[config.mk]
export PLATFORM = sky130hd
export DESIGN_NAME = scurve_single_test_engine
export DESIGN_NICKNAME = d
export VERILOG_FILES = /design/src/rtl/scurve_pkg.sv /design/src/rtl/trigger_sync_edge.sv /design/src/rtl/scurve_single_test_engine.sv
export SDC_FILE = /design/constraint.sdc
export NUM_CORES = 1
export LEC_CHECK = 0
export ABC_AREA = 0
export CAP_MARGIN = 20
export CORE_MARGIN = 4
export CORE_UTILIZATION = 45
export DETAILED_ROUTE_END_ITERATION = 8
export GPL_ROUTABILITY_DRIVEN = 1
export PLACE_DENSITY = 0.76
export SETUP_SLACK_MARGIN = 0.4
export SYNTH_ARGS = -nofsm -noshare
export SYNTH_HDL_FRONTEND = slang
export SYNTH_HIERARCHICAL = 1
export SYNTH_SLANG_ARGS = --single-unit
[constraint.sdc]
create_clock -name Clk -period 6.5 [get_ports Clk]
set_input_delay 0.975 -clock Clk [delete_from_list [all_inputs] [get_ports Clk]]
set_output_delay 0.975 -clock Clk [all_outputs]
set_load 0.02 [all_outputs]
[src/rtl/scurve_pkg.sv]
// Shared types and constants for the S-curve test engines.
// Optional build macro used by the engine: SCURVE_INJ_COUNT_OUT_EN.
package scurve_pkg;

  localparam int COUNT_W = 16;
  localparam logic [COUNT_W-1:0] SCURVE_TEST_HEADER = 16'h5343;

  // Binary FSM encoding kept as plain constants for compatibility with older blocks
  typedef logic [2:0] state_t;
  localparam state_t ST_IDLE       = 3'd0;
  localparam state_t ST_PULSE_HIGH = 3'd1;
  localparam state_t ST_PULSE_LOW  = 3'd2;
  localparam state_t ST_CHECK      = 3'd3;
  localparam state_t ST_WRITE      = 3'd4;
  localparam state_t ST_DONE       = 3'd5;

endpackage

[src/rtl/trigger_sync_edge.sv]
// Two-flop synchronizer plus rising-edge detector with a registered one-cycle strobe.
// Input edge to strobe output latency is three Clk cycles.
module trigger_sync_edge #(
  parameter int SYNC_STAGES = 2
) (
  input  logic Clk,
  input  logic reset_n,
  input  logic async_in,
  output logic strobe
);

  logic [SYNC_STAGES-1:0] sync_reg;
  logic                   prev_reg;
  logic                   strobe_reg;

  always_ff @(posedge Clk or negedge reset_n) begin
    if (!reset_n) begin
      sync_reg   <= '0;
      prev_reg   <= 1'b0;
      strobe_reg <= 1'b0;
    end else begin
      sync_reg   <= {sync_reg[SYNC_STAGES-2:0], async_in};
      prev_reg   <= sync_reg[SYNC_STAGES-1];
      strobe_reg <= sync_reg[SYNC_STAGES-1] & ~prev_reg;
    end
  end

  assign strobe = strobe_reg;

endmodule

[src/rtl/scurve_single_test_engine.sv]
// Single S-curve point: fires Pulse_Count CTest injections, counts windowed triggers, writes the FIFO.
// Define SCURVE_INJ_COUNT_OUT_EN to emit the injection count ahead of the trigger count.
module scurve_single_test_engine
  import scurve_pkg::*;
#(
  parameter int PULSE_HIGH_CYCLES   = 8,
  parameter int PULSE_PERIOD_CYCLES = 400,
  parameter int TRIG_WINDOW_CYCLES  = 40
) (
  input  logic               Clk,
  input  logic               reset_n,
  input  logic               Single_Test_Start,
  input  logic               Test_Abort,
  input  logic [COUNT_W-1:0] Pulse_Count,
  input  logic               Trigger_In,
  output logic               CTest_Pulse,
  input  logic               SCurve_Data_fifo_full,
  output logic               SCurve_Data_fifo_wr_en,
  output logic [COUNT_W-1:0] SCurve_Data_fifo_wr_din,
  output logic               Single_Test_Done,
  output logic               Busy
);

  localparam int PHASE_W = $clog2(PULSE_PERIOD_CYCLES);
  localparam logic [PHASE_W-1:0] PH_HIGH_END = PHASE_W'(PULSE_HIGH_CYCLES - 1);
  localparam logic [PHASE_W-1:0] PH_LOW_END  = PHASE_W'(PULSE_PERIOD_CYCLES - 2);
  localparam logic [PHASE_W-1:0] PH_WINDOW   = PHASE_W'(TRIG_WINDOW_CYCLES);

  state_t               state_reg, state_next;
  logic [PHASE_W-1:0]   phase_reg, phase_next;
  logic [COUNT_W-1:0]   count_reg, count_next;
  logic [COUNT_W-1:0]   inj_cnt_reg, inj_cnt_next;
  logic [COUNT_W-1:0]   trig_cnt_reg, trig_cnt_next;
  logic                 hit_reg, hit_next;
  logic                 pulse_reg;
  logic                 wr_en;
  logic [COUNT_W-1:0]   wr_word;
  logic                 trig_strobe;
`ifdef SCURVE_INJ_COUNT_OUT_EN
  logic                 word_sel_reg, word_sel_next;
`endif

  trigger_sync_edge #(
    .SYNC_STAGES (2)
  ) u_trig_sync (
    .Clk      (Clk),
    .reset_n  (reset_n),
    .async_in (Trigger_In),
    .strobe   (trig_strobe)
  );

  always_comb begin
    state_next    = state_reg;
    phase_next    = phase_reg;
    count_next    = count_reg;
    inj_cnt_next  = inj_cnt_reg;
    trig_cnt_next = trig_cnt_reg;
    hit_next      = hit_reg;
    wr_en         = 1'b0;
`ifdef SCURVE_INJ_COUNT_OUT_EN
    word_sel_next = word_sel_reg;
    wr_word       = word_sel_reg ? trig_cnt_reg : inj_cnt_reg;
`else
    wr_word       = trig_cnt_reg;
`endif

    case (state_reg)
      ST_IDLE: begin
        if (Single_Test_Start) begin
          count_next    = Pulse_Count;
          inj_cnt_next  = '0;
          trig_cnt_next = '0;
          hit_next      = 1'b0;
          phase_next    = '0;
          state_next    = (Pulse_Count == '0) ? ST_WRITE : ST_PULSE_HIGH;
        end
      end

      ST_PULSE_HIGH, ST_PULSE_LOW: begin
        if (trig_strobe && !hit_reg && (phase_reg < PH_WINDOW)) begin
          trig_cnt_next = trig_cnt_reg + 1'b1;
          hit_next      = 1'b1;
        end
        phase_next = phase_reg + 1'b1;
        // CHECK occupies the last phase slot so the period stays exact
        if (phase_reg == PH_LOW_END)
          state_next = ST_CHECK;
        else if (phase_reg >= PH_HIGH_END)
          state_next = ST_PULSE_LOW;
        else
          state_next = ST_PULSE_HIGH;
      end

      ST_CHECK: begin
        inj_cnt_next = inj_cnt_reg + 1'b1;
        if (inj_cnt_next == count_reg) begin
          state_next = ST_WRITE;
        end else begin
          state_next = ST_PULSE_HIGH;
          phase_next = '0;
          hit_next   = 1'b0;
        end
      end

      ST_WRITE: begin
        if (!SCurve_Data_fifo_full) begin
          wr_en = 1'b1;
`ifdef SCURVE_INJ_COUNT_OUT_EN
          word_sel_next = ~word_sel_reg;
          if (word_sel_reg)
            state_next = ST_DONE;
`else
          state_next = ST_DONE;
`endif
        end
      end

      ST_DONE: state_next = ST_IDLE;

      default: state_next = ST_IDLE;
    endcase

    // Abort overrides every transition and suppresses any write in flight
    if (Test_Abort && (state_reg != ST_IDLE)) begin
      state_next = ST_IDLE;
      wr_en      = 1'b0;
`ifdef SCURVE_INJ_COUNT_OUT_EN
      word_sel_next = 1'b0;
`endif
    end
  end

  always_ff @(posedge Clk or negedge reset_n) begin
    if (!reset_n) begin
      state_reg    <= ST_IDLE;
      phase_reg    <= '0;
      count_reg    <= '0;
      inj_cnt_reg  <= '0;
      trig_cnt_reg <= '0;
      hit_reg      <= 1'b0;
      pulse_reg    <= 1'b0;
`ifdef SCURVE_INJ_COUNT_OUT_EN
      word_sel_reg <= 1'b0;
`endif
    end else begin
      state_reg    <= state_next;
      phase_reg    <= phase_next;
      count_reg    <= count_next;
      inj_cnt_reg  <= inj_cnt_next;
      trig_cnt_reg <= trig_cnt_next;
      hit_reg      <= hit_next;
      pulse_reg    <= (state_next == ST_PULSE_HIGH);
`ifdef SCURVE_INJ_COUNT_OUT_EN
      word_sel_reg <= word_sel_next;
`endif
    end
  end

  assign CTest_Pulse             = pulse_reg;
  assign SCurve_Data_fifo_wr_en  = wr_en;
  assign SCurve_Data_fifo_wr_din = wr_en ? wr_word : '0;
  assign Single_Test_Done        = (state_reg == ST_DONE) && !Test_Abort;
  assign Busy                    = (state_reg != ST_IDLE);

endmodule

==> results list, run 1 <==
- The run finished with clean final reports.
- Number of optimization iterations in the first detailed-route pass: 4
* Setup repair after global routing missed its margin: false
* Endpoint with the worst hold slack: u_trig_sync/sync_reg[1]
* Antenna fix cells: 0
* IO Port Bufs: 41
- Routability-driven placement finished with a final weighted congestion of 0.887.
- # DRC: 0
- Counting the fill cells in the layout gives 697.
- The post-route netlist has 6.12% of its cells at a drive strength greater than 1.
* Hold path startpoint: u_trig_sync/sync_reg[0]
- Most common library cell in the layout ignoring fill and taps: sky130_fd_sc_hd__nand2_1
* Vias in the first global route: 3118
* Share of synthesized area occupied by flip-flops and latches: 44.3%
- Worst flop-to-flop path startpoint: inj_cnt_reg[0]
- The die covers 9810 um2.
- CP delay by family, top: buffers and inverters
- Arrival time of data at the critical path endpoint: 2830 ps
* Worst reg2reg setup slack: 3680 ps
- Most instantiated flip-flop cell in the synthesis netlist: sky130_fd_sc_hd__dfrtp_1
* CP max-delay cell: sky130_fd_sc_hd__clkdlybuf4s50_1
- Setup violations remaining at the end of the flow were counted as 0.
- Post-Syn Area per Cell: 8.54 um2
* Antenna Nets Post-Route: 0
* Root buffer cell: sky130_fd_sc_hd__clkbuf_8
* Post-layout instance area: 4360 um2
* Number of register bits inferred by synthesis: 66
- Measured against its own limit, the worst slew margin works out to 43.4%.
* Synthesized instance count: 437
- Clock network latency to the later pin of the worst-skew pair: 350 ps
- Number of distinct library cells after synthesis: 55
- Die height: 99.1 um
- Grt total ovfl: 0
- STA classifies the critical path startpoint as a primary input.
- The Yosys step of the flow raised 6 warnings.
- Areal power density over the cells: 289 nW/um2
- Placement Cell Area: 4190 um2
* Hold WC Path Type: register to register
- The number of max-slew violations in the final report was 0.
- Max-cap violations in this run came to 0.
* Maximum count of clock buffers along a single path: 2
- For this block, the routed nets add up to 8.67 mm of wire.
- Buffers inserted to repair hold after CTS numbered 0.
- Detailed placement ended at an HPWL of 6.17 mm.
- Timing would allow up to 263 MHz.
- Clock-pin slew was measured on the worst setup and hold paths at 70 ps.
- TritonCTS created 9 clock buffers.
* Post-Syn Nets: 463
- Lkg Pwr: 1.85 nW
- The initial antenna violation count was 0.
- The final hold violation count was 0.
- The first routing iteration left 274 violations.
- Counting instances, the worst hold path has a depth of 0.
* Layout Nets: 497
* Overall Global Routing Usage: 18.4%
* Number of setup buffers added after CTS: 0
- In the routed layout, each cell is associated on average with a via count of 5.65.
- Worst setup skew after layout: 9.75 ps
* Number of H-tree branching levels: 3
- The critical path in this run is classified as primary input to output pin.
- The number of cells on the worst reg-to-reg path is 9.
- Wire length of the first global-routing pass: 14.7 mm
- 42 I/O pins were placed.
- The core region is 7890 um2.
- After routing, the total negative slack on setup checks comes to 0 ps.
- Data on the critical path is required at its endpoint by 5520 ps.
- Post-synthesis cell area: 3730 um2
- Via count of the routed design: 3257
* Chip Width: 99.1 um
- Of all nets on the critical path, the largest fanout is 16.
- Pin count of the biggest net entering global routing: 67
* Top library cells by usage in the layout, fill and taps aside: sky130_fd_sc_hd__nand2_1, sky130_fd_sc_hd__dfrtp_1, sky130_fd_sc_hd__nor2_1
- Worst setup EP type: output pin
- Worst setup path startpoint: Test_Abort
- CP max stage delay: 620 ps
- Minimum clock period: 3810 ps
* Starting density of the core: 47.3%
- At the pin with the least slew margin, the transition time is 846 ps.
* Post-DR wirelength/cell: 15.1 um
- Critical path cell sequence: clkdlybuf4s50_1 > nor4b_2 > clkbuf_4 > and2_1 > clkdlybuf4s50_1
- In this run the critical register-to-register path is captured at phase_reg[3].
- Worst supply voltage drop on vdd: 0.000213 V
- TritonCTS clock tree: built
- Buffers & Inverters on Critical Path: 3
* Final core utilization: 55.3%
* Area growth from synthesis to final layout: 16.8%
* Most frequent CP cell: sky130_fd_sc_hd__clkdlybuf4s50_1
- Final Cycle Share: 58.6%
- Number of instances resized during post-cts repair: 0
- Clock Sink Count: 66
* Share of synthesized flip-flops with an asynchronous set or reset: 100%
* Number of enable flip-flop cells after synthesis: 0
- After floorplanning, the core was divided into 32 placement rows.
routing by layer:
| metal | track usage (%) | part of all wire (%) | wire length [um] | vias to the layer above |
|---|---|---|---|---|
| li1 | - | - | - | 1590 |
| met1 | 25.1 | 46 | 4020 | 1565 |
| met2 | 28.5 | 47 | 4070 | 85 |
| met3 | 4.03 | 4.5 | 392 | 17 |
| met4 | 7.46 | 2.2 | 189 | 0 |
| met5 | 0 | 0 | 0 | - |
worst register-to-register path, cell delays in order (launching register included):
cell and delay [ps]:
sky130_fd_sc_hd__dfrtp_1 490, sky130_fd_sc_hd__ha_1 330, sky130_fd_sc_hd__nand3_2 230, sky130_fd_sc_hd__nor4_1 500, sky130_fd_sc_hd__xnor2_1 190, sky130_fd_sc_hd__nand3_1 160
sky130_fd_sc_hd__a2111oi_2 410, sky130_fd_sc_hd__a31o_4 270, sky130_fd_sc_hd__o21ai_1 90, sky130_fd_sc_hd__o31ai_1 70
cells in the mapped netlist (all sizes together), types with 2 or more instances:
cell type  count  area [um2]
nor3           5        30.0
buf            6        38.8
clkbuf        15        58.8
or2            3        18.8
o21ai         39         195
a31oi          2        12.5
a21oi         11        55.1
and2          20         125
or4            2        15.0
inv            5        18.8
nor3b          3        22.5
a2111oi        2        23.8
or3           10        62.6
nor4          11        75.1
nor2b          2        20.0
ha             4        50.1
nand4         10        62.6
mux2i          2        20.0
dfrtp         66        1650
o31ai          5        37.5
o22a           2        17.5
nand3         18         100
xor2          15         131
o211ai         2        15.0
nor4b          4        35.0
nand2b         2        12.5
nor4bb         2        20.0
nor2          49         184
and3           3        18.8
o21a           3        22.5
nand2         85         319
xnor2         14         123
o41ai          2        17.5
power by group:
group          total, W  switching (W)  internal (W)
sequential     0.000566      0.0000803      0.000486
combinational  0.000390       0.000227      0.000163
clock          0.000302       0.000159      0.000143
total           0.00126       0.000466      0.000792
through the flow:
stage                     power (W)  std cells  setup WS, ps  hold slack (ps)
after floorplan            0.000839        437          3280              331
after global placement     0.000942        561          2370              357
after detailed placement   0.000960        561          2200              365
after CTS                   0.00126        575          2200              383
after global routing        0.00134        576          2600              394
final                       0.00126        576          2690              389
how the worst max path moves through the flow:
| stage | end | cells past startpoint |
|---|---|---|
| final | SCurve_Data_fifo_wr_din[14] | 5 |
| after global routing | SCurve_Data_fifo_wr_din[14] | 5 |
| after CTS | SCurve_Data_fifo_wr_din[14] | 4 |
| after detailed placement | SCurve_Data_fifo_wr_din[14] | 4 |
| after global placement | SCurve_Data_fifo_wr_din[3] | 4 |
| after floorplan | SCurve_Data_fifo_wr_din[10] | 3 |
cell type report:
cell class | instances | area [um2] | share of cell area (%)
flip-flops and latches | 66 | 1650 | 37.9
inverters | 5 | 18.8 | 0.431
repair buffers | 44 | 428 | 9.82
well taps | 102 | 128 | 2.93
clock buffers | 11 | 141 | 3.24
multi-input cells | 345 | 1970 | 45.3
clock inverters | 3 | 17.5 | 0.402
logic make-up after synthesis:
kind of cell | synth area share (%)
xor+xnor | 6.81
flops | 44.3
mux | 0.536
simple gates | 30.5
buf+inv | 3.12
fa+ha+maj | 1.61
compound gates | 13.2
Note: power is estimated with default switching activity, not from simulation.
==> run 2: changes to the inputs <==
clock period = 3.6 ns   (was 6.5 ns; I/O delays follow)
==> run 2 against run 1 <==
Clock skew rose by 1.4 ps. Global-route usage rose by 0.52 points. Sequential share of layout area fell by 0.59 points. Cell area rose by 1.6%. Routed wire length rose by 3.1%. Sequential power rose by 80%. Non-clock buffer count rose by 2. Sequential cell count did not move. Largest power group unchanged. Clock power rose by 120%. Total power rose by 92%. Die area did not move. Register-to-register slack got worse by 2900 ps.
==> results list, run 2 (same netlist as run 1, synthesis figures left out) <==
- Post-layout instance area: 4430 um2
* Antenna fix cells: 0
- Placed Instances: 564
- Worst setup skew after layout: 11.1 ps
- Run status: completed
- Areal power density over the cells: 545 nW/um2
* Wire length of the first global-routing pass: 15.2 mm
- Setup violations remaining at the end of the flow were counted as 0.
- Final core utilization: 56.1%
* Number of clock buffers inserted by TritonCTS: 9
- Placer congestion estimate: 0.880
- The initial antenna violation count came to 0.
* Total die area: 9810 um2
* Worst rel slew slack: 44.4%
- Entering global routing, the biggest net connects 67 pins.
- The clock tree synthesis step divided the H-tree into 3 levels.
- During I/O placement, the number of pins put on the boundary was 42.
* Number of setup buffers added after CTS: 0
- The clock net in this run drives a total of 66 sinks.
- The worst hold path belongs to the class register to register.
- The count of cells in the finished layout, fillers not included, comes to 580.
- The final hold violation count was 0.
* Maximum count of clock buffers along a single path: 2
* Core area: 7890 um2
- During placement, the flow inserted port buffers numbering 41.
- Dividing the detail-routed via count by the number of cells gives 5.74.
- The count of nets left with antenna violations once routing finished came out at 0.
* Lkg Pwr: 1.88 nW
- For this run, design rule violations remaining after detail routing come to 0.
- Worst setup EP type: output pin
* Vias in the first global route: 3284
* Worst path required time: 3060 ps
- At the pin with the least slew margin, the transition time is 835 ps.
- VDD sags by at most 0.000328 V.
* Grt total ovfl: 0
- The routed layout has 3330 vias.
- STA puts the critical path data arrival time at 2390 ps.
- Clock network latency to the later pin of the worst-skew pair: 350 ps
* Die height: 99.1 um
- DP Wirelength: 6.09 mm
- The number of max-slew violations in the final report was 0.
- In this run, the number of DRC markers left after iteration 0 of detailed routing was 249.
- Setup repair after global routing left no endpoint under its margin.
* Top fanout value on the critical path: 17
- Area growth from synthesis to final layout: 18.6%
- Most common library cell in the layout ignoring fill and taps: sky130_fd_sc_hd__nand2_1
* Root buffer cell: sky130_fd_sc_hd__clkbuf_8
- Minimum clock period: 2930 ps
- The first detailed-routing pass took 6 iterations.
- Derived from the worst setup path, the maximum achievable clock frequency is 342 MHz.
- In the layout the commonest cells are sky130_fd_sc_hd__nand2_1, sky130_fd_sc_hd__dfrtp_1, sky130_fd_sc_hd__nor2_1.
* Final Cycle Share: 81.3%
- Summed over all failing endpoints, the final setup total negative slack is 0 ps.
- Placement Cell Area: 4210 um2
- Post-DR wirelength/cell: 15.4 um
* TritonCTS clock tree: built
* Max capacitance violation total: 0
- Chip Width: 99.1 um
- Buffers inserted to repair hold after CTS numbered 0.
* Post-CTS clock slew at the launch and capture registers of the worst setup and hold paths: 80 ps
- Std cell rows: 32
- Final wirelength: 8.94 mm
* Overall Global Routing Usage: 18.9%
* Starting density of the core: 47.3%
* Type of origin of the critical path: register
- At the end of the flow, the number of nets in the layout was 499.
* Number of instances resized during post-cts repair: 0
* Worst setup path category: register to output pin
* Fraction of final layout cells sized beyond drive strength 1: 7.11%
[run 2: cell types whose count changed in the layout (fill, tap and decap cells not counted)]
cell and change:
sky130_fd_sc_hd__buf_4 +3, sky130_fd_sc_hd__bufinv_16 +1, sky130_fd_sc_hd__clkbuf_1 -1, sky130_fd_sc_hd__clkbuf_4 -1
sky130_fd_sc_hd__clkbuf_8 +1, sky130_fd_sc_hd__clkinv_2 -2, sky130_fd_sc_hd__clkinvlp_4 +2, sky130_fd_sc_hd__inv_6 +1
[run 2: per-layer routing]
metal / GRT usage [%] / routed length, um
met1: 24.5 / 4000
met2: 30.4 / 4230
met3: 4.32 / 460
met4: 8.30 / 243
met5: 0 / 0
[run 2: worst paths after layout]
path,from,end,slack (ps),cells past startpoint
setup / recovery,state_reg[0],SCurve_Data_fifo_wr_din[6],670,5
hold / removal,u_trig_sync/sync_reg[0],u_trig_sync/sync_reg[1],360,0
setup reg to reg,inj_cnt_reg[0],phase_reg[6],760,9
hold reg to reg,u_trig_sync/sync_reg[0],u_trig_sync/sync_reg[1],360,0
max in group asynchronous,reset_n,phase_reg[4],2680,2
min in group asynchronous,reset_n,count_reg[2],370,2
[run 2: layout make-up]
class                   count  area (um2)
clock inverters             5        61.3
well taps                 102         128
fillers                   670        3460
repair buffers             46         443
clock buffers              11         151
flip-flops and latches     66        1650
multi-input cells         345        1970
inverters                   5        18.8
[run 2: power breakdown]
| part | switching [W] | internal [W] | total (W) | leakage [nW] |
|---|---|---|---|---|
| logic | 0.000414 | 0.000299 | 0.000713 | 0.904 |
| registers | 0.000147 | 0.000877 | 0.00102 | 0.879 |
| clock network | 0.000314 | 0.000360 | 0.000674 | 0.0982 |
[run 2: critical path, stage by stage, from the launching register on]
cell	delay (ps)
sky130_fd_sc_hd__dfrtp_1	450
sky130_fd_sc_hd__or2_2	360
sky130_fd_sc_hd__nor4b_2	240
sky130_fd_sc_hd__buf_4	230
sky130_fd_sc_hd__and2_1	150
sky130_fd_sc_hd__clkdlybuf4s50_1	600
[run 2: stage by stage]
stage	total power (W)	worst slack (ps)	hold WS, ps
2_1_floorplan	0.00152	1100	244
3_3_place_gp	0.00171	796	335
3_5_place_dp	0.00174	718	341
4_1_cts	0.00242	657	357
5_1_grt	0.00256	492	390
6_report	0.00241	675	359
==> patch 1, RTL diff (settings of run 2) <==
`PULSE_PERIOD_CYCLES`: 400 -> 800.
--- a/src/rtl/scurve_single_test_engine.sv
+++ b/src/rtl/scurve_single_test_engine.sv
@@ -6,3 +6,3 @@
   parameter int PULSE_HIGH_CYCLES   = 8,
-  parameter int PULSE_PERIOD_CYCLES = 400,
+  parameter int PULSE_PERIOD_CYCLES = 800,
   parameter int TRIG_WINDOW_CYCLES  = 40
Check against the original RTL: same outputs for any inputs over 10 cycles, from zero or initial values and one cycle with reset_n low; that may be too few to reach the edited logic, so the function may still have changed.
==> patch 1 against run 2 <==
- maximum frequency decreased by 3.0%
- critical path depth is 1 lower
- wire length up 1.8%
- power grew 15%
- final area increased by 2.0%
- sequential share of layout area shrank 0.18 points
- synthesized area rose by 2.6%
- sequential cell count rose by 1
- first-iteration DRC count decreased by 14%
- setup slack got worse by 92 ps
- count of clock-buffer cells in the layout grew 1
- global-route usage grew 0.98 points
- die area grew 2.4%
- largest power group unchanged
==> patch 1: results (changes against run 2) <==
### GRT
* 39 — maximum number of pins on one net before global-route repair, -42%
* 15.99 mm — wire length of the first global-routing pass, +5.3%
* 19.93% — total global routing track utilization, +0.98 points
* 31.09% — met2 global-route usage, +0.72 points

### Detailed routing
* 409 um — length of routed met3 wiring, -11%
* 4.303 mm — wire length on met2, +1.6%
* 4.136 mm — routed metal-1 wire length, +3.4%
* 5 — length of the first detailed-routing pass in iterations, -1
* 215 — initial drt markers, -14%
* 5.695 — vias per cell, -0.80%
* met4 — top layer in use

### Place
* 592.0 ps — worst slack at placement, -125.8 ps
* 6.392 mm — placed wire-length estimate, +5.0%
* 0.004312 mm^2 — area post-placement, +2.3%
* 0.8529 — GP Congestion, -3.1%
* 554 — placed insts, -1.8%

### Yosys
* nand2_1, dfrtp_1, nor2_1 — most used standard cells in the synthesized netlist
* 43.76% — sequential cell area fraction in the yosys report, -0.49 points
* 425 — Post-Synthesis Cells, -2.7%
* 451 — nets in the synthesized netlist, -2.6%
* 56 — distinct cell type count of the synthesized netlist, +1.8%
* dfrtp_1, nand2_1, xnor2_1 — main area contributors after synthesis

### Power
* 24.3% — share of total power in the clock network, -3.7 points
* 0.002762 W — power consumption, +15%
* 38.33% — sw frac, +2.0 points
* 2.026 nW — leakage power figure, +7.7%
* 0.0003985 V — IR drop worst, VDD, +22%
* 0.00101 W — power consumed by combinational cells, +42%
* 611.7 mW/mm^2 — Pwr Density, +12%

### Layout
* 758 — fill cell instance count of the final layout, +13%
* 8.798% — share of final-layout standard cells stronger than drive strength 1, +1.7 points
* 487 — nets, -2.4%

### STA
* 5.103 ps — worst clock skew on the final layout, -6.030 ps
* 232.3 ps — Worst Hold Margin, -126.3 ps
* 937.0 ps — pin slew with the least headroom to its limit, +102.4 ps

### Run status
* complete, no violations — outcome

### Clock network
* 70 ps — Clk pin slew, worst setup/hold paths

### Worst hold path
* in2async — Tightest Hold Check Type

### Setup path
* 950 ps — Worst R2R Setup Slack, +190 ps

==> patch 1: logic make-up after synthesis <==
family                     synth area share [%]
buffers and inverters                     2.809
DFF                                       43.76
xor gates and xnor gates                  8.916
muxes                                    0.2939
adders and majority gates                 1.568
and+or+nand+nor                           29.72
AOI/OAI and AO/OA                         12.93
==> patch 1: area by class of cell <==
cell class | count | area share, %
Inverter | 3 | 0.2494
Multi-Input combinational cell | 333 | 45.39
Sequential cell | 67 | 37.13
Clock inverter | 4 | 1.053
Clock buffer | 12 | 3.658
Tap cell | 105 | 2.909
Timing Repair Buffer | 47 | 9.615
==> patch 1: timing repair <==
| item | CTS | global route |
|---|---|---|
| endpoints found under the hold margin | 0 | 0 |
| pin swaps | 0 | 1 |
| hold buffers | 0 | 0 |
| resized for setup | 15 | 1 |
| endpoints found under the setup margin | 15 | 9 |
| buffers inserted | 0 | 1 |
==> patch 1: critical path, cell delays in order (launching register included) <==
cell	delay, ps
dfrtp_1	440
or2_2	360
or3b_2	510
nor3_1	180
clkdlybuf4s50_1	640
==> patch 2, RTL diff (config.mk and constraints of run 2) <==
Without the edit above. Make the reset (`reset_n`) synchronous in 2 clocked blocks.
--- a/src/rtl/trigger_sync_edge.sv
+++ b/src/rtl/trigger_sync_edge.sv
@@ -15,3 +15,3 @@
 
-  always_ff @(posedge Clk or negedge reset_n) begin
+  always_ff @(posedge Clk) begin
     if (!reset_n) begin
--- a/src/rtl/scurve_single_test_engine.sv
+++ b/src/rtl/scurve_single_test_engine.sv
@@ -132,3 +132,3 @@
 
-  always_ff @(posedge Clk or negedge reset_n) begin
+  always_ff @(posedge Clk) begin
     if (!reset_n) begin
Function: differs if reset_n is asserted again (counterexample within 4 cycles, from zero or initial values and one cycle with reset_n low); with reset_n held inactive, the same outputs for 10 cycles.
==> patch 2 against run 2 <==
- critical path depth up 1
- clock skew down 2.5 ps
- die area down 2.7%
- synthesized area down 2.9%
- final area down 3.6%
- setup slack worse by 38 ps
- synthesized cell count up 4.1%
- count of clock-buffer cells in the layout unchanged
- cell count up 3.6%
- maximum frequency down 1.3%
- sequential cell count unchanged
- register-to-register slack better by 210 ps
- wire length down 4.8%
Power is not compared: it rests on default switching activity, and its combinational part moved more than twofold at a synthesized area within 25%.
==> patch 2: results (changes against run 2) <==
### Setup path
* 7 — count of cells along the worst register-to-register path, -2
* SCurve_Data_fifo_wr_din[2] — endpoint of the worst setup timing path
* 970 ps — Worst R2R Setup Slack, +210 ps
* hit_reg — Reg-to-Reg End
* state_reg[1] — launching element of the worst setup path
* inj_cnt_reg[4] — R2R Path Start

### Yosys
* dfxtp_1, nand2_1, a21oi_1 — most used standard cells in the synthesized netlist
* 9.151% — xor and xnor fraction of the mapped netlist area, +2.3 points
* 36.46% — sequential cell area fraction in the yosys report, -7.8 points
* 0% — async set-reset flop share out of synthesis, -100 points
* 0.5525% — multiplexer fraction of the synthesized cell area, +0.016 points
* 59 — distinct cell type count of the synthesized netlist, +7.3%
* 1.381% — fraction of the mapped netlist area in adder cells, -0.23 points
* dfxtp_1 — top flip-flop cell by instance count after synthesis
* 455 — Post-Synthesis Cells, +4.1%
* 481 — nets in the synthesized netlist, +3.9%
* 15.19% — share of the synthesized area in compound gates (AO/OA/AOI/OAI), +2.0 points
* dfxtp_1, nand2_1, a21oi_1 — main area contributors after synthesis

### STA
* 57.62% — Slew headroom, +13 points
* 2963 ps — time the final worst path needs with I/O delays and setup, +37.83 ps

### GRT
* 14.29 mm — wire length of the first global-routing pass, -5.9%
* 29.52% — met2 global-route usage, -0.85 points
* 17.88% — total global routing track utilization, -1.1 points
* 22 — maximum number of pins on one net before global-route repair, -67%
* 23.28% — global-route met1 utilization, -1.3 points

### Place
* 6.184 mm — placed wire-length estimate, +1.6%
* 0.8884 — GP Congestion, +0.97%
* 0.004106 mm^2 — area post-placement, -2.6%
* 752.9 ps — worst slack at placement, +35.07 ps

### Run status
* complete, no violations — outcome

### Detailed routing
* 8.507 mm — final wirelength, -4.8%
* 5.571 — vias per cell, -3.0%
* 409 um — length of routed met3 wiring, -11%
* 214 — initial drt markers, -14%
* 4 — length of the first detailed-routing pass in iterations, -2

[patch 2: cell types whose count changed after synthesis, sizes merged, moves of 6 or more]
| cell | delta |
|---|---|
| dfxtp | +66 |
| a31oi | +6 |
| nand2 | -20 |
| dfrtp | -66 |
| nor2 | -6 |
| a21oi | +33 |
| xnor2 | +11 |
| o21ai | -14 |
| nor3 | +10 |
[patch 2: worst min-delay path by stage]
stage               cells past startpoint                       to
floorplan                               1  u_trig_sync/sync_reg[1]
global placement                        1  u_trig_sync/sync_reg[1]
detailed placement                      1  u_trig_sync/sync_reg[1]
CTS                                     1  u_trig_sync/sync_reg[1]
global route                            1  u_trig_sync/sync_reg[1]
finish                                  1  u_trig_sync/sync_reg[1]
[patch 2: kinds of logic after synthesis]
logic type	Yosys count
buffers and inverters	28
adders and majority gates	4
muxes	2
DFF	66
and+or+nand+nor	223
AOI/OAI and AO/OA	95
xor gates and xnor gates	37
[patch 2: critical path, stage by stage (launching register included)]
cell	delay (ps)
dfxtp_1	350
or2_2	360
nor3b_1	250
nor2b_1	180
buf_4	190
and2_1	140
clkdlybuf4s50_1	600
[patch 2: final cells by class]
| class | count | area [um^2] |
|---|---|---|
| Fill cell | 746 | 3498 |
| Tap cell | 102 | 127.6 |
| Clock inverter | 5 | 31.28 |
| Sequential cell | 66 | 1321 |
| Multi-Input combinational cell | 361 | 2168 |
| Timing Repair Buffer | 47 | 455.4 |
| Inverter | 9 | 33.78 |
| Clock buffer | 11 | 131.4 |
[patch 2: power by group]
group / total (W) / switching [W] / internal (W)
logic: 0.000158 / 0.0000902 / 0.0000676
registers: 0.000761 / 0.0000135 / 0.000747
clock network: 0.000531 / 0.000284 / 0.000247
